**src/rtl/ps2_pkg.sv**
```systemverilog
// ============================================================================
// Module : ps2_pkg
// Brief  : Scan-code set 2 constants and the scan-code to ASCII lookup.
// Rev    : 1.0
// ============================================================================
`default_nettype none

package ps2_pkg;

    localparam int          FRAME_LEN   = 11;
    localparam int          ASCII_WIDTH = 7;

    localparam logic [7:0]  SC_E0     = 8'hE0;
    localparam logic [7:0]  SC_F0     = 8'hF0;
    localparam logic [7:0]  SC_LSHIFT = 8'h12;
    localparam logic [7:0]  SC_RSHIFT = 8'h59;
    localparam logic [7:0]  SC_BKSP   = 8'h66;
    localparam logic [7:0]  SC_LEFT   = 8'h6B;
    localparam logic [7:0]  SC_RIGHT  = 8'h74;
    localparam logic [7:0]  SC_SLASH  = 8'h4A;

    // Returns 0 for codes with no printable mapping.
    function automatic logic [ASCII_WIDTH-1:0] scancode_to_ascii(
        input logic [7:0] code,
        input logic       shift
    );
        logic [ASCII_WIDTH-1:0] a;
        a = '0;
        case (code)
            8'h1C: a = 7'h61;
            8'h32: a = 7'h62;
            8'h21: a = 7'h63;
            8'h23: a = 7'h64;
            8'h24: a = 7'h65;
            8'h2B: a = 7'h66;
            8'h34: a = 7'h67;
            8'h33: a = 7'h68;
            8'h43: a = 7'h69;
            8'h3B: a = 7'h6A;
            8'h42: a = 7'h6B;
            8'h4B: a = 7'h6C;
            8'h3A: a = 7'h6D;
            8'h31: a = 7'h6E;
            8'h44: a = 7'h6F;
            8'h4D: a = 7'h70;
            8'h15: a = 7'h71;
            8'h2D: a = 7'h72;
            8'h1B: a = 7'h73;
            8'h2C: a = 7'h74;
            8'h3C: a = 7'h75;
            8'h2A: a = 7'h76;
            8'h1D: a = 7'h77;
            8'h22: a = 7'h78;
            8'h35: a = 7'h79;
            8'h1A: a = 7'h7A;
            8'h45: a = shift ? 7'h29 : 7'h30;
            8'h16: a = 7'h31;
            8'h1E: a = 7'h32;
            8'h26: a = 7'h33;
            8'h25: a = 7'h34;
            8'h2E: a = 7'h35;
            8'h36: a = 7'h36;
            8'h3D: a = 7'h37;
            8'h3E: a = shift ? 7'h2A : 7'h38;
            8'h46: a = shift ? 7'h28 : 7'h39;
            8'h55: a = shift ? 7'h2B : 7'h3D;
            8'h4E: a = 7'h2D;
            8'h49: a = 7'h2E;
            8'h4A: a = 7'h2F;
            8'h79: a = 7'h2B;
            8'h7C: a = 7'h2A;
            8'h7B: a = 7'h2D;
            default: a = '0;
        endcase
        return a;
    endfunction

endpackage

`default_nettype wire

```
**src/rtl/ps2_rx.sv**
```systemverilog
// ============================================================================
// Module : ps2_rx
// Brief  : PS/2 line synchronizer and 11-bit frame deserializer with timeout.
// Rev    : 1.0
// ============================================================================
`default_nettype none

module ps2_rx
    import ps2_pkg::*;
#(
    parameter int TIMEOUT_CYCLES = 2560
) (
    input  logic       clk,
    input  logic       rst_n,
    input  logic       ps2_clk,
    input  logic       ps2_data,
    output logic [7:0] rx_byte,
    output logic       byte_valid,
    output logic       frame_error
);

    localparam int TMO_W = $clog2(TIMEOUT_CYCLES);

    logic              clk_s1_q, clk_s2_q, clk_prev_q;
    logic              dat_s1_q, dat_s2_q;
    logic [3:0]        bit_cnt_q, bit_cnt_d;
    logic [10:0]       shift_q, shift_d;
    logic [TMO_W-1:0]  tmo_q, tmo_d;
    logic [7:0]        byte_q, byte_d;
    logic              byte_valid_q, byte_valid_d;
    logic              frame_error_q, frame_error_d;
    logic              fall;

    assign fall = clk_prev_q & ~clk_s2_q;

    always_comb begin
        bit_cnt_d     = bit_cnt_q;
        shift_d       = shift_q;
        tmo_d         = tmo_q;
        byte_d        = byte_q;
        byte_valid_d  = 1'b0;
        frame_error_d = 1'b0;
        if (fall) begin
            tmo_d   = '0;
            // Bits arrive LSB first, so shift in from the top.
            shift_d = {dat_s2_q, shift_q[10:1]};
            if (bit_cnt_q == 4'(FRAME_LEN - 1)) begin
                bit_cnt_d = '0;
                if (!shift_d[0] && shift_d[10] && (^shift_d[9:1])) begin
                    byte_d       = shift_d[8:1];
                    byte_valid_d = 1'b1;
                end else begin
                    frame_error_d = 1'b1;
                end
            end else begin
                bit_cnt_d = bit_cnt_q + 4'd1;
            end
        end else if (bit_cnt_q != '0) begin
            if (tmo_q == TMO_W'(TIMEOUT_CYCLES - 1)) begin
                bit_cnt_d = '0;
                tmo_d     = '0;
            end else begin
                tmo_d = tmo_q + 1'b1;
            end
        end else begin
            tmo_d = '0;
        end
    end

    always_ff @(posedge clk or negedge rst_n) begin
        if (!rst_n) begin
            clk_s1_q      <= 1'b1;
            clk_s2_q      <= 1'b1;
            clk_prev_q    <= 1'b1;
            dat_s1_q      <= 1'b1;
            dat_s2_q      <= 1'b1;
            bit_cnt_q     <= '0;
            shift_q       <= '0;
            tmo_q         <= '0;
            byte_q        <= '0;
            byte_valid_q  <= 1'b0;
            frame_error_q <= 1'b0;
        end else begin
            clk_s1_q      <= ps2_clk;
            clk_s2_q      <= clk_s1_q;
            clk_prev_q    <= clk_s2_q;
            dat_s1_q      <= ps2_data;
            dat_s2_q      <= dat_s1_q;
            bit_cnt_q     <= bit_cnt_d;
            shift_q       <= shift_d;
            tmo_q         <= tmo_d;
            byte_q        <= byte_d;
            byte_valid_q  <= byte_valid_d;
            frame_error_q <= frame_error_d;
        end
    end

    assign rx_byte     = byte_q;
    assign byte_valid  = byte_valid_q;
    assign frame_error = frame_error_q;

endmodule

`default_nettype wire

```
**src/rtl/ps2_keyboard.sv**
```systemverilog
// ============================================================================
// Module : ps2_keyboard
// Brief  : PS/2 keyboard front end producing one-cycle edit/symbol strobes.
// Rev    : 1.0
// ============================================================================
`default_nettype none

module ps2_keyboard
    import ps2_pkg::*;
#(
    parameter int SYMBOL_WIDTH   = 7,
    parameter int TIMEOUT_CYCLES = 2560
) (
    input  logic                    clk,
    input  logic                    rst_n,
    input  logic                    ps2_clk,
    input  logic                    ps2_data,
    output logic                    left,
    output logic                    right,
    output logic                    backspace,
    output logic [SYMBOL_WIDTH-1:0] symbol
);

    logic [7:0]              rx_byte;
    logic                    byte_valid;
    logic                    frame_error;
    logic [ASCII_WIDTH-1:0]  ascii;

    logic ext_q, ext_d, brk_q, brk_d;
    logic shl_q, shl_d, shr_q, shr_d;
    logic left_q, left_d, right_q, right_d, bksp_q, bksp_d;
    logic [SYMBOL_WIDTH-1:0] symbol_q, symbol_d;

    ps2_rx #(
        .TIMEOUT_CYCLES (TIMEOUT_CYCLES)
    ) u_rx (
        .clk         (clk),
        .rst_n       (rst_n),
        .ps2_clk     (ps2_clk),
        .ps2_data    (ps2_data),
        .rx_byte     (rx_byte),
        .byte_valid  (byte_valid),
        .frame_error (frame_error)
    );

    assign ascii = scancode_to_ascii(rx_byte, shl_q | shr_q);

    always_comb begin
        ext_d    = ext_q;
        brk_d    = brk_q;
        shl_d    = shl_q;
        shr_d    = shr_q;
        left_d   = 1'b0;
        right_d  = 1'b0;
        bksp_d   = 1'b0;
        symbol_d = '0;
        if (frame_error) begin
            ext_d = 1'b0;
            brk_d = 1'b0;
        end else if (byte_valid) begin
            if (rx_byte == SC_E0) begin
                ext_d = 1'b1;
            end else if (rx_byte == SC_F0) begin
                brk_d = 1'b1;
            end else begin
                ext_d = 1'b0;
                brk_d = 1'b0;
                // Break codes only matter for releasing shift.
                if (brk_q) begin
                    if (rx_byte == SC_LSHIFT) shl_d = 1'b0;
                    if (rx_byte == SC_RSHIFT) shr_d = 1'b0;
                end else if (ext_q) begin
                    if (rx_byte == SC_LEFT)  left_d   = 1'b1;
                    if (rx_byte == SC_RIGHT) right_d  = 1'b1;
                    if (rx_byte == SC_SLASH) symbol_d = SYMBOL_WIDTH'(ascii);
                end else if (rx_byte == SC_LSHIFT) begin
                    shl_d = 1'b1;
                end else if (rx_byte == SC_RSHIFT) begin
                    shr_d = 1'b1;
                end else if (rx_byte == SC_BKSP) begin
                    bksp_d = 1'b1;
                end else begin
                    symbol_d = SYMBOL_WIDTH'(ascii);
                end
            end
        end
    end

    always_ff @(posedge clk or negedge rst_n) begin
        if (!rst_n) begin
            ext_q    <= 1'b0;
            brk_q    <= 1'b0;
            shl_q    <= 1'b0;
            shr_q    <= 1'b0;
            left_q   <= 1'b0;
            right_q  <= 1'b0;
            bksp_q   <= 1'b0;
            symbol_q <= '0;
        end else begin
            ext_q    <= ext_d;
            brk_q    <= brk_d;
            shl_q    <= shl_d;
            shr_q    <= shr_d;
            left_q   <= left_d;
            right_q  <= right_d;
            bksp_q   <= bksp_d;
            symbol_q <= symbol_d;
        end
    end

    assign left      = left_q;
    assign right     = right_q;
    assign backspace = bksp_q;
    assign symbol    = symbol_q;

endmodule

`default_nettype wire

```
**config.mk**
```make
export PLATFORM = sky130hd
export DESIGN_NAME = ps2_keyboard
export DESIGN_NICKNAME = d
export VERILOG_FILES = /design/src/rtl/ps2_pkg.sv /design/src/rtl/ps2_rx.sv /design/src/rtl/ps2_keyboard.sv
export SDC_FILE = /design/constraint.sdc
export NUM_CORES = 1
export LEC_CHECK = 0
export CAP_MARGIN = 10
export CORE_UTILIZATION = 32
export CTS_CLUSTER_SIZE = 14
export DETAILED_ROUTE_END_ITERATION = 10
export PLACE_DENSITY = 0.45
export SETUP_SLACK_MARGIN = 0.2
export SYNTH_ARGS = -nofsm -noshare
export SYNTH_HDL_FRONTEND = slang
export SYNTH_SLANG_ARGS = --single-unit
```
**constraint.sdc**
```tcl
create_clock -name clk -period 3.8 [get_ports clk]
set_input_delay 0.95 -clock clk [delete_from_list [all_inputs] [get_ports clk]]
set_output_delay 0.95 -clock clk [all_outputs]
set_load 0.03 [all_outputs]
```
# Yosys cells after proc, flatten, opt, wreduce, memory -nomap -nowiden
# Index checks and enable logic that the tools add are counted.
# word_totals
ff_bits	56
inputBits	4
# op_classes
n_addsub	2
eq_ne	56
n_mux	68
bitwise_logic	6
n_reduce_logical	15
# ops
cell	count
$pmux W7 S42	1
$eq A8 B6 Y1 const B	22
$eq A8 B7 Y1 const B	18
$mux W7	10
$eq A8 B5 Y1 const B	8
$mux W1	46
$mux W12	3
$mux W5	4
$eq A8 B8 Y1 const B	2
$mux W4	4
$add A12 B1 Y12 const B	1
$eq A12 B12 Y1 const B	1
$reduce_xor A9 Y1	1
$reduce_and A7 Y1	1
$reduce_and A2 Y1	3
$reduce_and A6 Y1	1
$reduce_bool A2 Y1	3
$add A4 B1 Y4 const B	1
$eq A4 B4 Y1 const B	1
$ne A2 B1 Y1 const B	2
$not A1 Y1	4
$reduce_bool A4 Y1	1
$ne A3 B2 Y1 const B	1
$reduce_and A3 Y1	1
6 further kinds	7

# Logic depth before layout (Yosys ltp)
# Gate-level depths: netlist of the first run.
# logic_depth
word_depth	12
ltp_mapped	8

# By module
# Synthesis of the first run repeated with hierarchy kept, for this count alone.
# unflattened
cells_unflattened	366
area_unflattened_um2	3525.9
# modules_own_cells
module	n_inst	cells_each	area_per_inst_um2	seq_area_each_um2
ps2_rx	1	145	1820.5	1032.2
ps2_keyboard	1	221	1705.4	350.3

# Worst setup path before layout of the first run
# No wires, ideal clock.
# synth_path
kind	register -> register
startpoint	register u_rx.byte_q[7] (netlist: u_rx.rx_byte[7])
endpoint	register symbol_q[1] (netlist: symbol[1])
arrival_time_ns	1.615
required_time_ns	3.657
slack_ns	2.042
path_stages_with_launch	6
path_buffers	0
synth_period_minus_slack_ns	1.758
path_cell_list	dfrtp_1 or4b_1 nor4_2 o41ai_2 nand3_2 a41oi_1
# synth_between
elab_chain_len	12
# synth_rtl
item	line_no	source
start: declaration	ps2_rx.sv:29	logic [7:0] byte_q, byte_d;
start signal: assignment	ps2_rx.sv:92	byte_q <= byte_d;
$eq A8 B7 Y1	ps2_pkg.sv:29	case (code)
$reduce_or A2 Y1 (no line)	--	
$pmux W7 S42	ps2_pkg.sv:29	
$mux W7	ps2_keyboard.sv:80	end else if (rx_byte == SC_BKSP) begin
$mux W7	ps2_keyboard.sv:78	end else if (rx_byte == SC_RSHIFT) begin
$mux W7	ps2_keyboard.sv:76	end else if (rx_byte == SC_LSHIFT) begin
$mux W7	ps2_keyboard.sv:72	end else if (ext_q) begin
$mux W7	ps2_keyboard.sv:69	if (brk_q) begin
$mux W7	ps2_keyboard.sv:63	end else if (rx_byte == SC_F0) begin
$mux W7 (*)	ps2_keyboard.sv:61	if (rx_byte == SC_E0) begin
$mux W7 (*)	ps2_keyboard.sv:60	end else if (byte_valid) begin
$mux W7 (*)	ps2_keyboard.sv:57	if (frame_error) begin
net symbol_d[1]	ps2_keyboard.sv:32	logic [SYMBOL_WIDTH-1:0] symbol_q, symbol_d;
end signal: assignment	ps2_keyboard.sv:107	symbol_q <= symbol_d;
end: declaration	ps2_keyboard.sv:32	
# The timed path passes the listed nets; every way through them passes the cells marked *.
# A chain may end at the register's enable or synchronous reset.

# Worst setup path in the final report of the first run
# layout_path
startpoint	register u_rx.byte_q[2] (netlist: u_rx.rx_byte[2])
endpoint	register symbol_q[4] (netlist: symbol[4])
# Same word-level chain as after synthesis.

==> flow_results.org, run 1 <==
** Critical path
- Required time at the worst-slack endpoint :: around 4000 ps
- STA puts the critical path data arrival time at around 2600 ps.
- Kind of capture point of the worst setup path :: flop
- Delay of the slowest cell on the worst path :: approximately 870 ps
- Among cell families on the critical path, the largest total delay comes from compound AO/OA/AOI/OAI gates.
- The critical path is of the reg2reg type.
- The critical path goes through nand3b_1 > a2bb2oi_1 > o31ai_1 > a311oi_1 > a41oi_2.
- Highest net fanout along the worst path :: 27
- Cell at the slowest stage of the critical path :: sky130_fd_sc_hd__dfrtp_1
- Critical Path Source Type :: flop
- Count of buffer and inverter cells on the critical path :: 0

** Yosys
- Of all cell types, the one taking the most synthesized area is sky130_fd_sc_hd__dfrtp_1.
- Post-synth top area share :: 0.382
- Cells taking the most area after synthesis :: sky130_fd_sc_hd__dfrtp_1 38%, sky130_fd_sc_hd__nand2_1 5.6%, sky130_fd_sc_hd__nor2_1 4.1%
- In the synthesized netlist the dominant register cell turns out to be sky130_fd_sc_hd__dfrtp_1.
- Number of nets produced by synthesis :: 365
- After synthesis, the netlist uses ~60 different library cells.
- Count of state elements after synthesis :: 55
- Of the synthesized area, sequential elements account for 0.422.
- Yosys mapped a number of flops with a built-in enable equal to 0.
- Of all flip-flops after synthesis, the portion carrying an async set or reset was 1.00.
- After technology mapping, the gate count stands at ~360.
- Number of warnings reported in the yosys synthesis log :: 0
- Synth Cell Area :: around 3300 um2
- After synthesis, the mean cell area works out to 9.19 um2.

** STA
- Worst Tran Pin Value :: about 860 ps
- The max-slew violation count was 0.
- Setup violations remaining at the end of the flow were counted as 0.
- The count of endpoints failing hold in the final timing report came to 0.
- Headroom to the max-slew limit came out at 0.424.
- On the final layout, the worst clock skew is 9.30 ps.
- For the finished layout, the period the worst path requires is between 2000 and 2500 ps.
- Final worst path period share :: 0.631
- For the final routed database, the setup TNS stands at 0 ps.
- Derived from the worst setup path, the maximum achievable clock frequency is about 0.42 GHz.
- Setup repair after global routing left no endpoint under its margin.

** Floorplanning
- From left edge to right edge, the die measures between 100 and 150 um.
- For this configuration, the core starts out at a cell density of 0.332.
- In this run the standard cell core region covers just under 10000 um2.
- Height of the die :: 103 um
- Row count :: 36
- Die area :: about 11000 um2
- Top Ports :: 14

** Final layout
- The filler cells instantiated in the layout total approximately 970.
- Leaving out fill and tap cells, the most frequent cells in the layout are 50 x sky130_fd_sc_hd__dfrtp_1, 49 x sky130_fd_sc_hd__nand2_1, 36 x sky130_fd_sc_hd__nor2_1.
- Cell area after layout :: 3610 um2
- Share of post-route cells with drive strength above 1 :: 0.102
- The area growth from synthesis to layout is 10.1%.
- Layout net count :: 370
- Commonest non-fill, non-tap cell in the layout :: sky130_fd_sc_hd__dfrtp_1
- 0 antenna diodes ended up in the layout.

** Outcome
- The run finished with clean final reports.

** Routing
- Average wire per standard cell :: ~15 um
- After the first detailed-routing iteration, the DRC count stood at 175.
- After detailed routing, the number of remaining DRC violations is 0.
- Mean number of vias per cell :: between 5 and 6
- First-pass detailed-route iteration total :: 7
- After detailed routing, the total wire length is 7.68 mm.
- The count of nets left with antenna violations once routing finished came out at 0.
- For this block, the via count after detailed routing is roughly 2700.

** CTS
- TritonCTS buffer count :: 5
- In this run the deepest clock path goes through 2 buffers.
- Worst-Skew Late Latency :: between 300 and 400 ps
- In this run the number of H-tree levels came out at 2.
- Post-CTS repair timing setup buffer count :: 0
- Buffers inserted to repair hold after CTS numbered 0.
- The cell sitting at the root of the clock tree is a sky130_fd_sc_hd__clkbuf_8.
- After clock tree synthesis, the clock-pin slew on the worst setup and hold paths is ~100 ps.
- Number of cells upsized or downsized after cts :: 0
- TritonCTS clock tree :: yes
- For this design, the sink count on the clock tree is 55.

** Placed design
- Dpl cell area :: around 3500 um2
- PortBufs :: 13
- Final weighted congestion in routability-driven placement :: approximately 0.9
- After legalization and detailed placement, the total HPWL measured ~5.5 mm.

** Power
- The analysis attributes to cell leakage a power of around 0.0014 uW.
- Max IR drop VDD :: about 0.00016 V
- Power per unit of standard cell area :: between 300 and 400 nW/um2

** Global route
- Entering global routing, the biggest net connects 32 pins.
- Residual overflow from global routing :: 0
- Busiest metal layer after global routing :: met1
- Gr usage total :: 0.156
- For this run, global-route usage on met1 was measured as 0.240.
- Met3 global-route usage :: 0.0255
- Global-route wire length before repair :: roughly 13 mm
- The number of global-route vias before repair came to ~2500.
- The number of antenna violations at the first check in global routing was 0.
- In the global route stage, met2 resource usage came out at 0.218.

** Flow run
- The tool flagged a number of max-cap violations equal to 0.

** Min path
- Class of the most critical hold timing path :: reg2reg
==> metal layers <==
layer / share of wire / wire length [um]
met1: 0.51 / 3950
met2: 0.42 / 3260
met3: 0.045 / 348
met4: 0.017 / 132
met5: 0 / 0
==> cells by family (layout without fill, tap and decap cells) <==
group,after synthesis,after routing,share of synthesized area
simple gates,169,169,0.287
compound gates,70,70,0.144
flops,55,55,0.422
buf+inv,30,36,0.0443
xor+xnor,20,20,0.0576
mux,9,9,0.0305
fa+ha+maj,4,4,0.0153
==> flip-flops by register name, summed over array words and instances, names as in the netlist <==
signal / flops
u_rx.bit_cnt_q: 4
backspace: 1
u_rx.shift_q: 10
u_rx.clk_prev_q: 1
u_rx.clk_s2_q: 1
symbol: 7
brk_q: 1
shl_q: 1
ext_q: 1
u_rx.dat_s2_q: 1
u_rx.rx_byte: 8
u_rx.frame_error: 1
u_rx.tmo_q: 12
u_rx.clk_s1_q: 1
u_rx.dat_s1_q: 1
left: 1
shr_q: 1
u_rx.byte_valid: 1
right: 1
==> cells in the mapped netlist, types with 3 or more instances <==
library cell                n
sky130_fd_sc_hd__buf_2      8
sky130_fd_sc_hd__nor3b_1    5
sky130_fd_sc_hd__clkbuf_1   7
sky130_fd_sc_hd__a31oi_1    8
sky130_fd_sc_hd__a311oi_1   3
sky130_fd_sc_hd__a21oi_1   14
sky130_fd_sc_hd__o22ai_1    3
sky130_fd_sc_hd__xor2_1     9
sky130_fd_sc_hd__nor4b_2    3
sky130_fd_sc_hd__buf_4      4
sky130_fd_sc_hd__ha_1       4
sky130_fd_sc_hd__nand4_1    4
sky130_fd_sc_hd__a32oi_1    3
sky130_fd_sc_hd__nor2b_1    6
sky130_fd_sc_hd__dfrtp_1   50
sky130_fd_sc_hd__nand2_1   49
sky130_fd_sc_hd__o211ai_1   3
sky130_fd_sc_hd__xnor2_1   10
sky130_fd_sc_hd__o21ai_0   15
sky130_fd_sc_hd__dfstp_2    5
sky130_fd_sc_hd__and2_1     5
sky130_fd_sc_hd__inv_1     10
sky130_fd_sc_hd__nor3_1     5
sky130_fd_sc_hd__nand3b_1   3
sky130_fd_sc_hd__nand3_1   15
sky130_fd_sc_hd__nor2_1    36
sky130_fd_sc_hd__mux2_2     8
sky130_fd_sc_hd__nand2b_1  10
sky130_fd_sc_hd__nor4_1     4
==> final timing paths <==
check	depth (start not counted)	start	end	slack, ps
max	5	u_rx.rx_byte[2]	symbol[4]	1400
min	0	u_rx.dat_s1_q	u_rx.dat_s2_q	360
max reg2reg	5	u_rx.rx_byte[2]	symbol[4]	1400
min reg2reg	0	u_rx.dat_s1_q	u_rx.dat_s2_q	360
max in group asynchronous	2	rst_n	u_rx.dat_s1_q	2400
min in group asynchronous	1	rst_n	u_rx.bit_cnt_q[0]	670
==> per-stage QoR <==
| stage | hold WS [ps] | total power (uW) | worst slack (ps) | std cells | utilization |
|---|---|---|---|---|---|
| after floorplan | 345 | 844 | 2040 | 357 | - |
| after global placement | 347 | 898 | 1450 | 488 | 0.355 |
| after detailed placement | 348 | 900 | 1500 | 488 | 0.355 |
| after CTS | 363 | 1290 | 1460 | 496 | 0.366 |
| after global routing | 365 | 1350 | 1280 | 496 | 0.366 |
| final | 362 | 1270 | 1400 | 496 | 0.366 |
==> where the power goes <==
group	switching (uW)	leakage (uW)	internal [uW]
registers	54.8	0.000737	635
logic	105	0.000617	91.7
clock network	192	0.0000514	197
==> cell type report <==
type                            count  area [um2]  share of cell area
Sequential cell                    55        1380               0.383
Inverter                           10        37.5              0.0104
Multi-Input combinational cell    272        1750               0.485
Clock inverter                      2        37.5              0.0104
Clock buffer                        6        72.6              0.0201
Timing Repair Buffer               18         163              0.0450
Tap cell                          133         166              0.0461
(Power assumes the default switching activity.)
==> run 2, diff against run 1 <==
- clock period: 3.8 -> 2.45 ns (I/O delays scaled with it)
==> run 2 against run 1 <==
  * Total power up 48%
  * Hold slack got worse by 120 ps
  * Flip-flop and latch count unchanged
  * First-iteration DRC count up 11%
  * Via count shrank 0.45%
  * Final cell count rose by 3.4%
  * Clock power grew 31%
  * Global-route usage grew 0.37 points
  * Die area unchanged
  * Combinational power grew 61%
  * Critical endpoint is now symbol[3]
  * Worst setup slack lost 1000 ps
==> flow_results.org, run 2 (synthesized netlist as in run 1, its figures left out) <==
** Floorplanning
- Row count :: 36 (unchanged)
- Total core area :: 9860 um2 (unchanged)
- The number of top-level pins came to 14 (unchanged).
- Starting Density :: 0.332 (unchanged)
- The die outline area came to 10700 um2 (unchanged).
- Height of the die :: 103 um (unchanged)
- The width of the chip came to 103 um (unchanged).

** Min path
- Class of the most critical hold timing path :: in2async

** Final layout
- P&R area growth vs syn :: 14.4%
- Leaving out fill and tap cells, the most frequent cell in the layout is sky130_fd_sc_hd__nand2_1.
- Number of flip-flops under the largest register name :: 12 (unchanged)
- Antenna fix cells :: 0 (unchanged)
- Top register by number of flip-flops :: u_rx.tmo_q
- The proportion of layout cells with a drive suffix above 1 came to 0.150 (+0.0481).
- Leading cell types in the layout, fill and taps excluded :: 49 x sky130_fd_sc_hd__nand2_1, 48 x sky130_fd_sc_hd__dfrtp_1, 36 x sky130_fd_sc_hd__nor2_1
- The number of nets in the finished design is 387 (+4.6%).

** CTS
- Worst-Skew Late Latency :: 310 ps (about the same)
- Post-CTS repair timing setup buffer count :: 0 (unchanged)
- The clock slew seen by the registers of the worst setup and hold paths came to 110 ps (about the same).
- The depth of the CTS H-tree was 2 (unchanged).
- The number of buffers between clock root and the deepest sink was 2 (unchanged).
- CTS Root Buffer Type :: sky130_fd_sc_hd__clkbuf_8
- CTS Sinks :: 55 (unchanged)
- The total CTS buffers is 5 (unchanged).
- TritonCTS clock tree :: yes

** Critical path
- The data arrival time of the critical path was 2310 ps (-310 ps).
- Highest net fanout along the worst path :: 13 (-52%)
- Type of the worst setup path :: reg2reg
- Kind of capture point of the worst setup path :: flop
- The signal on the critical path passes through buf_4 > or4b_1 > a211o_1 > nor2_1 > nor3_1 > a31oi_1.
- Cell at the slowest stage of the critical path :: sky130_fd_sc_hd__dfrtp_1
- The required time at the worst-slack endpoint was 2670 ps (-1350 ps).
- The worst-case reg-to-reg path depth is 6 (+1).
- Critical Path Source Type :: flop
- Delay of the slowest cell on the worst path :: 530 ps (-340 ps)

** STA
- The transition time at the pin with the least slew margin was 587 ps (-277 ps).
- The clock period minus worst slack is 2090 ps (-303 ps).
- The sum of negative setup slack came to 0 ps (unchanged).
- The final hold slack is 241 ps (-121 ps).
- Setup repair after global routing missed its margin :: true
- The worst-case headroom to the max-slew limit came to 0.603 (+0.179).
- The final setup violation count is 0 (unchanged).
- The maximum clock rate was 0.478 GHz (+14%).
- Max-slew violations :: 0 (unchanged)
- The count of endpoints failing hold in the final timing report came to 0 (unchanged).
- The final clock skew was 14.3 ps (+4.96 ps).
- The final cycle utilization of the critical path was 0.854 (+0.224).

** Global route
- Vias in the first global route :: 2597 (+5.6%)
- The global router's overall resource usage is 0.160 (+0.00367).
- The overflow left after global routing was 0 (unchanged).
- Number of antenna violations at the first check in global routing :: 0 (unchanged)
- Maximum number of pins on one net before global-route repair :: 37 (+16%)
- The wire length of the first global-routing pass was 13.3 mm (+3.6%).

** Power
- Power per unit of standard cell area :: 504 nW/um2 (+43%)
- Leak :: 0.00149 uW (+6.3%)
- Post-layout power :: 1890 uW (+48%)
- The worst ir drop on vdd is 0.000278 V (+74%).

** Routing
- The count of antenna-violating nets left after detailed routing is 0 (unchanged).
- Remaining DRCs :: 0 (unchanged)
- Initial drt markers :: 194 (+11%)
- Mean number of vias per cell :: 5.19 (-3.7%)
- Via count :: 2661 (-0.45%)
- The post-detailed-route wirelength per cell is 15.5 um (about the same).
- The first-pass detailed-route iteration total was 4 (-3).
- The post-detailed-routing wire length is 7.94 mm (+3.4%).

** Flow run
- The reported max-cap violation count was 0 (unchanged).

** Placed design
- The post-detailed-placement half-perimeter wirelength came to 5.81 mm (+6.4%).
- The global placement routability congestion is 0.883 (-2.2%).
- PortBufs :: 13 (unchanged)

** Outcome
- Result of the run :: complete, no violations
[run 2: cell count changes in the layout (fill, tap and decap cells not counted), sizes merged]
cell | previous run | this run
clkinvlp | 1 | 0
clkbuf | 6 | 5
inv | 10 | 11
clkinv | 0 | 2
bufinv | 1 | 0
buf | 6 | 23
[run 2: per-layer routing]
metal / part of all wire / up-vias / global-route usage / routed length, um
met1: 0.52 / 1287 / 0.244 / 4160
met4: 0.0096 / 0 / 0.0423 / 76
li1: - / 1313 / - / -
met2: 0.43 / 55 / 0.233 / 3430
met5: 0 / - / 0 / 0
met3: 0.035 / 6 / 0.0255 / 281
[run 2: cell type report]
cell class	count	area (um2)
fill	981	6110
multi-input combinational	272	1770
sequential	55	1390
timing repair buffer	35	303
tap	133	166
clock buffer	5	68.8
inverter	10	37.5
clock inverter	3	22.5
[run 2: critical path, delay by kind of cell, from the launching register on]
kind / cells / cell delay [ps]
DFF: 1 / 530
AOI/OAI and AO/OA: 2 / 530
and+or+nand+nor: 3 / 700
buffers and inverters: 1 / 240
[run 2: repair_timing]
action                     CTS  global route
cloned                       0             0
resized for setup            1             3
setup endpoints to repair    1             7
hold buffers                 0             0
[run 2: power by group]
part	switching (uW)	total (uW)	internal (uW)
sequential	82.0	1070	985
clock	303	509	206
combinational	166	315	148
total	552	1890	1340
[run 2: path summary, 6_finish.rpt]
check                           startpoint             to  slack, ps
min reg2reg                  u_rx.clk_s1_q  u_rx.clk_s2_q        360
min                                  rst_n      backspace        240
max in group asynchronous            rst_n  u_rx.dat_s1_q       1600
max reg2reg                u_rx.rx_byte[5]      symbol[3]        360
max                        u_rx.rx_byte[5]      symbol[3]        360
min in group clk             u_rx.clk_s1_q  u_rx.clk_s2_q        360
[run 2: stage by stage]
stage	setup WS (ps)	cells	area (um2)	util
final	357	513	3750	0.380
after floorplan	692	357	3280	-
after global placement	134	505	3640	0.369
after CTS	277	513	3730	0.378
after detailed placement	235	505	3640	0.369
after global routing	194	513	3750	0.380
==> run 3, diff against run 2 <==
- CORE_MARGIN: not set -> 5
==> run 3 against run 2 <==
  * Fmax is 1.8% lower
  * Via count is 3.5% higher
  * Final area is 0.67% higher
  * Global-route usage is 2.5 points lower
  * Hold slack better by 31 ps
  * Register-to-register slack worse by 40 ps
  * Sequential power hardly changed
  * Largest cell class unchanged
  * Critical path depth stayed put
==> flow_results.org, run 3 (synthesized netlist as in run 1, its figures left out) <==
** Final layout
- Compared with the post-synthesis result, the final layout area differs by 15.2%.
- The number of nets in the finished design came to 390 (+0.78%).
- Leaving out fill and tap cells, the most frequent cells in the layout are 49 x sky130_fd_sc_hd__nand2_1, 48 x sky130_fd_sc_hd__dfrtp_1, 36 x sky130_fd_sc_hd__nor2_1.
- Commonest non-fill, non-tap cell in the layout :: sky130_fd_sc_hd__nand2_1
- Number of flip-flops under the largest register name :: 12 (unchanged)
- Antenna fix cells :: 0 (unchanged)
- u_rx.tmo_q holds more flip-flops than any other register.
- The number of filler instances in the final layout came to 1035 (+5.5%).
- Multi-input combinational cell area :: 1770 um2 (-0.14%)
- The sequential cell area is 1390 um2 (unchanged).
- The proportion of layout cells with a drive suffix above 1 is 0.159 (+0.00927).

** Power
- The internal power consumption came to 1340 uW (+0.13%).
- The fraction of power spent switching nets was 0.300 (+0.00768).
- The switching component of the power is 573 uW (+3.9%).
- The reported leakage power is 0.00151 uW (+0.92%).
- Clock share of power :: 0.279 (+0.010)
- Sequential fraction of design power :: 0.559 (-0.005)
- The combinational fraction of design power was 0.162 (-0.004).
- Max IR drop VDD :: 0.000252 V (-9.3%)
- Power per unit of standard cell area :: 507 nW/um2 (+0.56%)

** Floorplanning
- Top Ports :: 14 (unchanged)
- The width of the chip is 111 um (+7.7%).
- Starting Density :: 0.323 (-0.00899)
- The vertical die dimension came to 111 um (+7.7%).
- The die outline area is 12400 um2 (+16%).
- The core region area is 10100 um2 (+2.8%).
- Row count :: 37 (+2.8%)

** Placed design
- The number of buffers inserted by port buffering came to 13 (unchanged).
- Final weighted congestion in routability-driven placement :: 0.949 (+7.4%)
- The post-detailed-placement half-perimeter wirelength was 5.92 mm (+2.0%).

** Critical path
- The worst setup path is captured at a flop.
- Cell at the slowest stage of the critical path :: sky130_fd_sc_hd__dfrtp_1
- The highest cell delay on the worst timing path is 550 ps (+20 ps).
- Worst endpoint data arrival time :: 2360 ps (+50 ps)
- The highest net fanout along the worst path came to 14 (+1).
- Required time at the worst-slack endpoint :: 2670 ps (about the same)
- The worst setup path is launched from a flop.
- Type of the worst setup path :: reg2reg
- Chain of cells forming the critical path :: buf_4 > or4b_1 > a211o_1 > nor2_1 > nor3_1 > a31oi_1

** STA
- The sum of negative setup slack came to 0 ps (unchanged).
- The maximum clock rate came to 0.469 GHz (-1.8%).
- Final worst path period share :: 0.870 (+0.0160)
- Final number of hold-violating endpoints :: 0 (unchanged)
- Setup repair after global routing could not meet its margin everywhere.
- Final Setup Violations :: 0 (unchanged)
- The max-slew violation count came to 0 (unchanged).
- Worst slack on hold paths :: 271 ps (+30.5 ps)
- Worst Tran Pin Value :: 524 ps (-63.9 ps)
- The worst-case headroom to the max-slew limit came to 0.651 (+0.0479).
- Worst-case clock skew :: 5.83 ps (-8.43 ps)
- Final worst path period need :: 2130 ps (+39.2 ps)

** Routing
- The via count came to 2754 (+3.5%).
- The number of vias per cell after detailed routing came to 5.31 (+2.3%).
- Remaining DRCs :: 0 (unchanged)
- Average wire per standard cell :: 15.8 um (+2.3%)
- The first-pass detailed-route iteration total came to 4 (unchanged).
- Initial drt markers :: 189 (-2.6%)
- The count of antenna-violating nets left after detailed routing is 0 (unchanged).
- The post-detailed-routing wire length came to 8.22 mm (+3.4%).

** Outcome
- The run finished with clean final reports.

** CTS
- Post-CTS Hold Fix Bufs :: 0 (unchanged)
- TritonCTS clock tree :: yes
- TritonCTS buffer count :: 5 (unchanged)
- The number of buffers between clock root and the deepest sink is 2 (unchanged).
- H-tree depth reported by CTS :: 2 (unchanged)
- CTS placed an instance of sky130_fd_sc_hd__clkbuf_8 at the clock tree root.
- CTS Sinks :: 55 (unchanged)
- The clock latency on the worst-skew pair came to 310 ps (about the same).
- CTS clock-pin slew for the worst setup and hold paths :: 110 ps (about the same)

** Flow run
- The reported max-cap violation count came to 0 (unchanged).

** Global route
- The number of global-route vias before repair was 2629 (+1.2%).
- Global-route wire length before repair :: 13.9 mm (+4.9%)
- Number of antenna violations at the first check in global routing :: 0 (unchanged)
- The pin count of the biggest net entering global routing came to 56 (+51%).
- Residual overflow from global routing :: 0 (unchanged)
- Gr usage total :: 0.135 (-0.0252)

** Min path
- Class of the most critical hold timing path :: in2async
## run 3: cell count changes in the layout (fill, tap and decap cells not counted), sizes merged
cell / delta
buf: +3
clkinv: -1
clkinvlp: +1
## run 3: final timing paths
kind | start | end | slack [ps] | cells after the start
max in group asynchronous | rst_n | u_rx.dat_s2_q | 1860 | 2
hold reg to reg | u_rx.clk_s1_q | u_rx.clk_s2_q | 360 | 0
setup / recovery | u_rx.rx_byte[5] | symbol[3] | 320 | 6
min in group clk | u_rx.clk_s1_q | u_rx.clk_s2_q | 360 | 0
setup reg to reg | u_rx.rx_byte[5] | symbol[3] | 320 | 6
hold / removal | rst_n | symbol[1] | 270 | 2
## run 3: power groups by stage
stage / logic, uW / clock network (uW) / registers [uW]
floorplan: 248 / 0 / 1060
global placement: 311 / 0 / 1090
detailed placement: 316 / 0 / 1090
CTS: 318 / 565 / 1070
global route: 355 / 596 / 1080
finish: 310 / 534 / 1070
## run 3: cell type report
cell class              count  area share
clock inverters             3     0.00629
multi-input cells         272       0.468
repair buffers             38      0.0861
well taps                 136      0.0450
clock buffers               5      0.0182
inverters                  10     0.00994
flip-flops and latches     55       0.367
## run 3: stage by stage
step,cell area (um2),cells,utilization,power [uW],setup WS (ps)
2_1_floorplan,3280,357,-,1310,692
3_3_place_gp,3670,511,0.362,1400,355
3_5_place_dp,3670,511,0.362,1400,359
4_1_cts,3760,519,0.371,1950,345
5_1_grt,3780,519,0.373,2040,191
6_report,3780,519,0.373,1910,317
## run 3: critical path, delay by kind of cell (launching register included)
family,cells,cell delay [ps]
AND/OR/NAND/NOR,3,710
flip-flops,1,550
AO/OA/AOI/OAI,2,540
buffers and inverters,1,250
## run 3: routing by layer
metal,share of wire,track usage
met5,0,0
met4,0.020,0.0414
met3,0.053,0.0213
met2,0.44,0.206
met1,0.49,0.195
## run 3: timing repair
action                     4_1_cts  5_1_grt
setup endpoints to repair        0        7
buffers inserted                 0        0
gates resized for setup          0        4
==> variant 1, RTL diff (flow settings as in run 3) <==
Take the reset off `shift_q` and `byte_q` and load them in a clocked block of their own.
--- a/src/rtl/ps2_rx.sv
+++ b/src/rtl/ps2_rx.sv
@@ -76,7 +76,5 @@
             dat_s2_q      <= 1'b1;
             bit_cnt_q     <= '0;
-            shift_q       <= '0;
             tmo_q         <= '0;
-            byte_q        <= '0;
             byte_valid_q  <= 1'b0;
             frame_error_q <= 1'b0;
@@ -88,10 +86,13 @@
             dat_s2_q      <= dat_s1_q;
             bit_cnt_q     <= bit_cnt_d;
-            shift_q       <= shift_d;
             tmo_q         <= tmo_d;
-            byte_q        <= byte_d;
             byte_valid_q  <= byte_valid_d;
             frame_error_q <= frame_error_d;
         end
+    end
+
+    always_ff @(posedge clk) begin
+        shift_q <= shift_d;
+        byte_q  <= byte_d;
     end
 
Check against the original RTL: same outputs for any inputs over 10 cycles, from zero or initial values and one cycle with rst_n low; that may be too few to reach the edited logic, so the function may still have changed.
==> variant 1 against run 3 <==
Die area is 2.8% lower; worst setup slack worse by 0.041 ns; combinational power is 48% lower; sequential cell count stayed put; utilization is 1.2 points higher; largest cell class unchanged; total power is 10% lower; fmax is 1.9% lower; clock skew is 0.0022 ns higher; design area is 0.89% lower; cell count is 4.8% lower; synthesized area is 3.1% lower; wire length is 1.5% higher.
==> variant 1: results (changes against run 3) <==
INFO  outcome        status=finished clean [unchanged]
INFO  synthesis      yosys-top-cells-count=sky130_fd_sc_hd__dfrtp_1 (32), sky130_fd_sc_hd__nor2_1 (30), sky130_fd_sc_hd__nand2_1 (22) [was sky130_fd_sc_hd__dfrtp_1 (50), sky130_fd_sc_hd__nand2_1 (49), sky130_fd_sc_hd__nor2_1 (36)]
INFO  synthesis      synth_sequential_area_ratio=0.463 [was 0.422]
INFO  layout         fraction_of_area_in_multi_input_gates=0.422 [was 0.468]
INFO  pwr            switching_share=0.261 [was 0.300]
INFO  synthesis      yosys.area_share.xor_xnor=0.0579 [was 0.0576]
INFO  layout         seq_cell_count=55 [unchanged]
INFO  place          post-place-cells=478 [was 511]
INFO  layout         net_count_final=368 [was 390]
INFO  place          placer_s_final_routability_congestion_estimate=0.971 [was 0.949]
INFO  layout         nonClockInverterCount=8 [was 10]
INFO  grt            global_route.usage.met3=0.0370 [was 0.0213]
INFO  synthesis      edff_count_synth=18 [was 0]
INFO  layout         nFillCells=1,002 [was 1,035]
INFO  setup_path     critical-path-slowest-cell=sky130_fd_sc_hd__or4b_1 [was sky130_fd_sc_hd__dfrtp_1]
INFO  drt            routed_via_density=5.49 [was 5.31]
INFO  layout         non_clock_buffer_count=48 [was 38]
INFO  place          placed_area=3580µm² [was 3670 µm²]
INFO  synthesis      post_synth_fa_ha_maj_area_fraction=0.0157 [was 0.0153]
INFO  grt            grt_pass1_vias=2,555 [was 2,629]
INFO  setup_path     max_incr_delay_on_cp=0.71ns [was 0.55 ns]
INFO  pwr            peakVddDrop=0.264mV [was 0.252 mV]
INFO  grt            gr-usage-all-layers=0.147 [was 0.135]
INFO  grt            grt_pass1_wl=13,600µm [was 13,900 µm]
INFO  layout         fraction_of_layout_instances_using_a_drive_strength_above_1=0.161 [was 0.159]
-- variant 1: cell count changes after synthesis, moves of 5 or more --
cell                       delta
sky130_fd_sc_hd__o21ai_0      -5
sky130_fd_sc_hd__nand3_1      -5
sky130_fd_sc_hd__edfxtp_1    +18
sky130_fd_sc_hd__nand2b_1     +5
sky130_fd_sc_hd__mux2_2       -7
sky130_fd_sc_hd__nor4_1       +6
sky130_fd_sc_hd__nand2_1     -27
sky130_fd_sc_hd__nor2_1       -6
sky130_fd_sc_hd__dfrtp_1     -18
-- variant 1: final timing paths --
check | start | to | slack, ns | depth (start not counted)
min | rst_n | u_rx.tmo_q[3] | 0.27 | 1
max reg2reg | u_rx.rx_byte[7] | symbol[5] | 0.28 | 6
min in group clk | u_rx.clk_s1_q | u_rx.clk_s2_q | 0.36 | 0
max | u_rx.rx_byte[7] | symbol[5] | 0.28 | 6
min reg2reg | u_rx.clk_s1_q | u_rx.clk_s2_q | 0.36 | 0
max in group asynchronous | rst_n | u_rx.dat_s1_q | 1.56 | 2
-- variant 1: layer usage --
metal	vias up	share of wire
li1	1283	-
met1	1301	0.46
met2	107	0.45
met3	21	0.061
met4	0	0.030
met5	-	0
-- variant 1: what timing repair did --
| action | CTS | global route |
|---|---|---|
| setup buffers | 3 | 5 |
| cloned | 0 | 0 |
| gates resized for setup | 0 | 2 |
| hold endpoints to repair | 0 | 0 |
| endpoints found under the setup margin | 1 | 6 |
-- variant 1: power groups by stage --
stage	registers [mW]	clock network [mW]	logic, mW
final	1.05	0.514	0.162
after global routing	1.06	0.590	0.190
after CTS	1.05	0.540	0.166
after detailed placement	1.07	0	0.166
after global placement	1.07	0	0.163
after floorplan	1.05	0	0.119
==> variant 2, RTL diff (flow settings as in run 3) <==
Without the edit above. Set the package constant `FRAME_LEN` to 5 (it was 11).
--- a/src/rtl/ps2_pkg.sv
+++ b/src/rtl/ps2_pkg.sv
@@ -8,5 +8,5 @@
 package ps2_pkg;
 
-    localparam int          FRAME_LEN   = 11;
+    localparam int          FRAME_LEN   = 5;
     localparam int          ASCII_WIDTH = 7;
 
Check against the original RTL: same outputs for any inputs over 10 cycles, from zero or initial values and one cycle with rst_n low; that may be too few to reach the edited logic, so the function may still have changed.
==> variant 2 against run 3 <==
Design area up 1.8%; cell count down 0.58%; wire length up 2.3%; hold slack worse by 0.0096 ns; synthesized area up 2.8%; worst setup slack worse by 0.027 ns; critical path type unchanged; critical endpoint is now symbol[0]; critical path depth down 1; highest routed layer unchanged; sequential cell count unchanged.
Power is not compared: it rests on default switching activity, and its combinational part moved more than twofold at a synthesized area within 25%.
==> variant 2: results (changes against run 3) <==
INFO  layout         fraction_of_layout_instances_using_a_drive_strength_above_1=0.145 [was 0.159]
INFO  place          placed_area=3700µm² [was 3670 µm²]
INFO  layout         final_non_filler_cell_total=516 [was 519]
INFO  synthesis      synth_sequential_area_ratio=0.410 [was 0.422]
INFO  sta            setup_tns=0ns [unchanged]
INFO  cts            cts_hold_buf=0 [unchanged]
INFO  grt            gr-usage-all-layers=0.138 [was 0.135]
INFO  outcome        status=finished clean [unchanged]
INFO  sta            fin_worst_skew=0.00799ns [was 0.00583 ns]
INFO  place          placer_s_final_routability_congestion_estimate=0.874 [was 0.949]
INFO  layout         net_count_final=386 [was 390]
INFO  synthesis      yosys-top-cells-count=sky130_fd_sc_hd__dfrtp_1 (50), sky130_fd_sc_hd__nand2_1 (48), sky130_fd_sc_hd__nor2_1 (30) [was sky130_fd_sc_hd__dfrtp_1 (50), sky130_fd_sc_hd__nand2_1 (49), sky130_fd_sc_hd__nor2_1 (36)]
INFO  min_path       min-delay-path-class=in -> async [unchanged]
INFO  drt            routed_via_density=5.37 [was 5.31]
INFO  setup_path     worstPathArrival=2.40ns [was 2.36 ns]
INFO  grt            grt_pass1_vias=2,701 [was 2,629]
INFO  place          place_hpwl=6110µm [was 5920 µm]
INFO  setup_path     critical-path-slowest-cell=sky130_fd_sc_hd__or4b_4 [was sky130_fd_sc_hd__dfrtp_1]
INFO  setup_path     cp_max_fo=9 [was 14]
INFO  layout         largest_register_ff_count=12 [unchanged]
INFO  setup_path     critPathTopFamily=compound AO/OA/AOI/OAI gates [was simple AND/OR/NAND/NOR gates]
INFO  synthesis      synth_area_leaders=sky130_fd_sc_hd__dfrtp_1 (37%), sky130_fd_sc_hd__nand2_1 (5.3%), sky130_fd_sc_hd__dfstp_2 (3.9%), sky130_fd_sc_hd__nor2_1 (3.3%), sky130_fd_sc_hd__mux2_1 (2.7%) [was sky130_fd_sc_hd__dfrtp_1 (38%), sky130_fd_sc_hd__nand2_1 (5.6%), sky130_fd_sc_hd__nor2_1 (4.1%), sky130_fd_sc_hd__dfstp_2 (4.0%), sky130_fd_sc_hd__mux2_2 (2.7%)]
INFO  synthesis      synth_cells=365 [was 357]
INFO  place          dp_slack=0.233ns [was 0.359 ns]
INFO  setup_path     r2r.worst_path.cells=5 [was 6]
INFO  drt            post_drt_wl_per_cell=16.3µm [was 15.8 µm]
INFO  cts            tritoncts=done [unchanged]
INFO  sta            slew_headroom=0.638 [was 0.651]
INFO  drt            drt_first_iter_violations=114 [was 189]
INFO  place          post-place-cells=508 [was 511]
INFO  layout         largest-register=u_rx.tmo_q [unchanged]
INFO  grt            largest_net_degree_at_the_start_of_global_routing=35 [was 56]
INFO  grt            grt_pass1_wl=14,400µm [was 13,900 µm]
INFO  synthesis      netlist-cell-type-count=73 [was 61]
variant 2: cell count changes after synthesis, moves of 4 or more:
cell | before | now
sky130_fd_sc_hd__mux2_1 | 0 | 8
sky130_fd_sc_hd__mux2_2 | 8 | 0
sky130_fd_sc_hd__nor2b_1 | 6 | 14
sky130_fd_sc_hd__nand3_1 | 15 | 8
sky130_fd_sc_hd__nor2_1 | 36 | 30
sky130_fd_sc_hd__and2_1 | 5 | 1
sky130_fd_sc_hd__buf_2 | 8 | 12
sky130_fd_sc_hd__nand2b_1 | 10 | 14
sky130_fd_sc_hd__nand4_1 | 4 | 8
sky130_fd_sc_hd__nor4b_1 | 2 | 6
variant 2: path summary, 6_finish.rpt:
kind | start | end | slack, ns
min reg2reg | u_rx.dat_s1_q | u_rx.dat_s2_q | 0.36
max reg2reg | u_rx.rx_byte[7] | symbol[0] | 0.29
max in group asynchronous | rst_n | u_rx.rx_byte[4] | 1.60
min | rst_n | u_rx.bit_cnt_q[3] | 0.26
max | u_rx.rx_byte[7] | symbol[0] | 0.29
min in group clk | u_rx.dat_s1_q | u_rx.dat_s2_q | 0.36
variant 2: final cells by class:
| class | count | area, µm² |
|---|---|---|
| Clock buffer | 5 | 68.8 |
| Timing Repair Buffer | 34 | 295 |
| Sequential cell | 55 | 1390 |
| Inverter | 7 | 26.3 |
| Fill cell | 1077 | 6430 |
| Clock inverter | 3 | 46.3 |
| Tap cell | 136 | 170 |
| Multi-Input combinational cell | 276 | 1850 |
variant 2: worst register-to-register path, cell delays in order, from the launching register on:
cell,delay (ns)
sky130_fd_sc_hd__dfrtp_2,0.50
sky130_fd_sc_hd__buf_4,0.19
sky130_fd_sc_hd__or4b_4,0.54
sky130_fd_sc_hd__o32ai_1,0.46
sky130_fd_sc_hd__a41oi_1,0.14
sky130_fd_sc_hd__a41oi_1,0.25
variant 2: per-layer routing:
| metal | vias to the layer above | global-route usage | routed length [µm] |
|---|---|---|---|
| met2 | 71 | 0.203 | 3620 |
| met5 | - | 0 | 0 |
| met1 | 1336 | 0.205 | 4250 |
| met3 | 17 | 0.0243 | 362 |
| met4 | 0 | 0.0417 | 174 |
| li1 | 1347 | - | - |
variant 2: logic make-up (layout without fill, tap and decap cells):
group | count (synthesis) | in the layout | share of synthesized area
AND/OR/NAND/NOR | 173 | 173 | 0.291
AO/OA/AOI/OAI | 71 | 71 | 0.155
flip-flops | 55 | 55 | 0.410
buffers and inverters | 34 | 49 | 0.0471
XOR/XNOR | 19 | 19 | 0.0535
multiplexers | 10 | 10 | 0.0327
adder cells (fa/ha/maj) | 3 | 3 | 0.0111
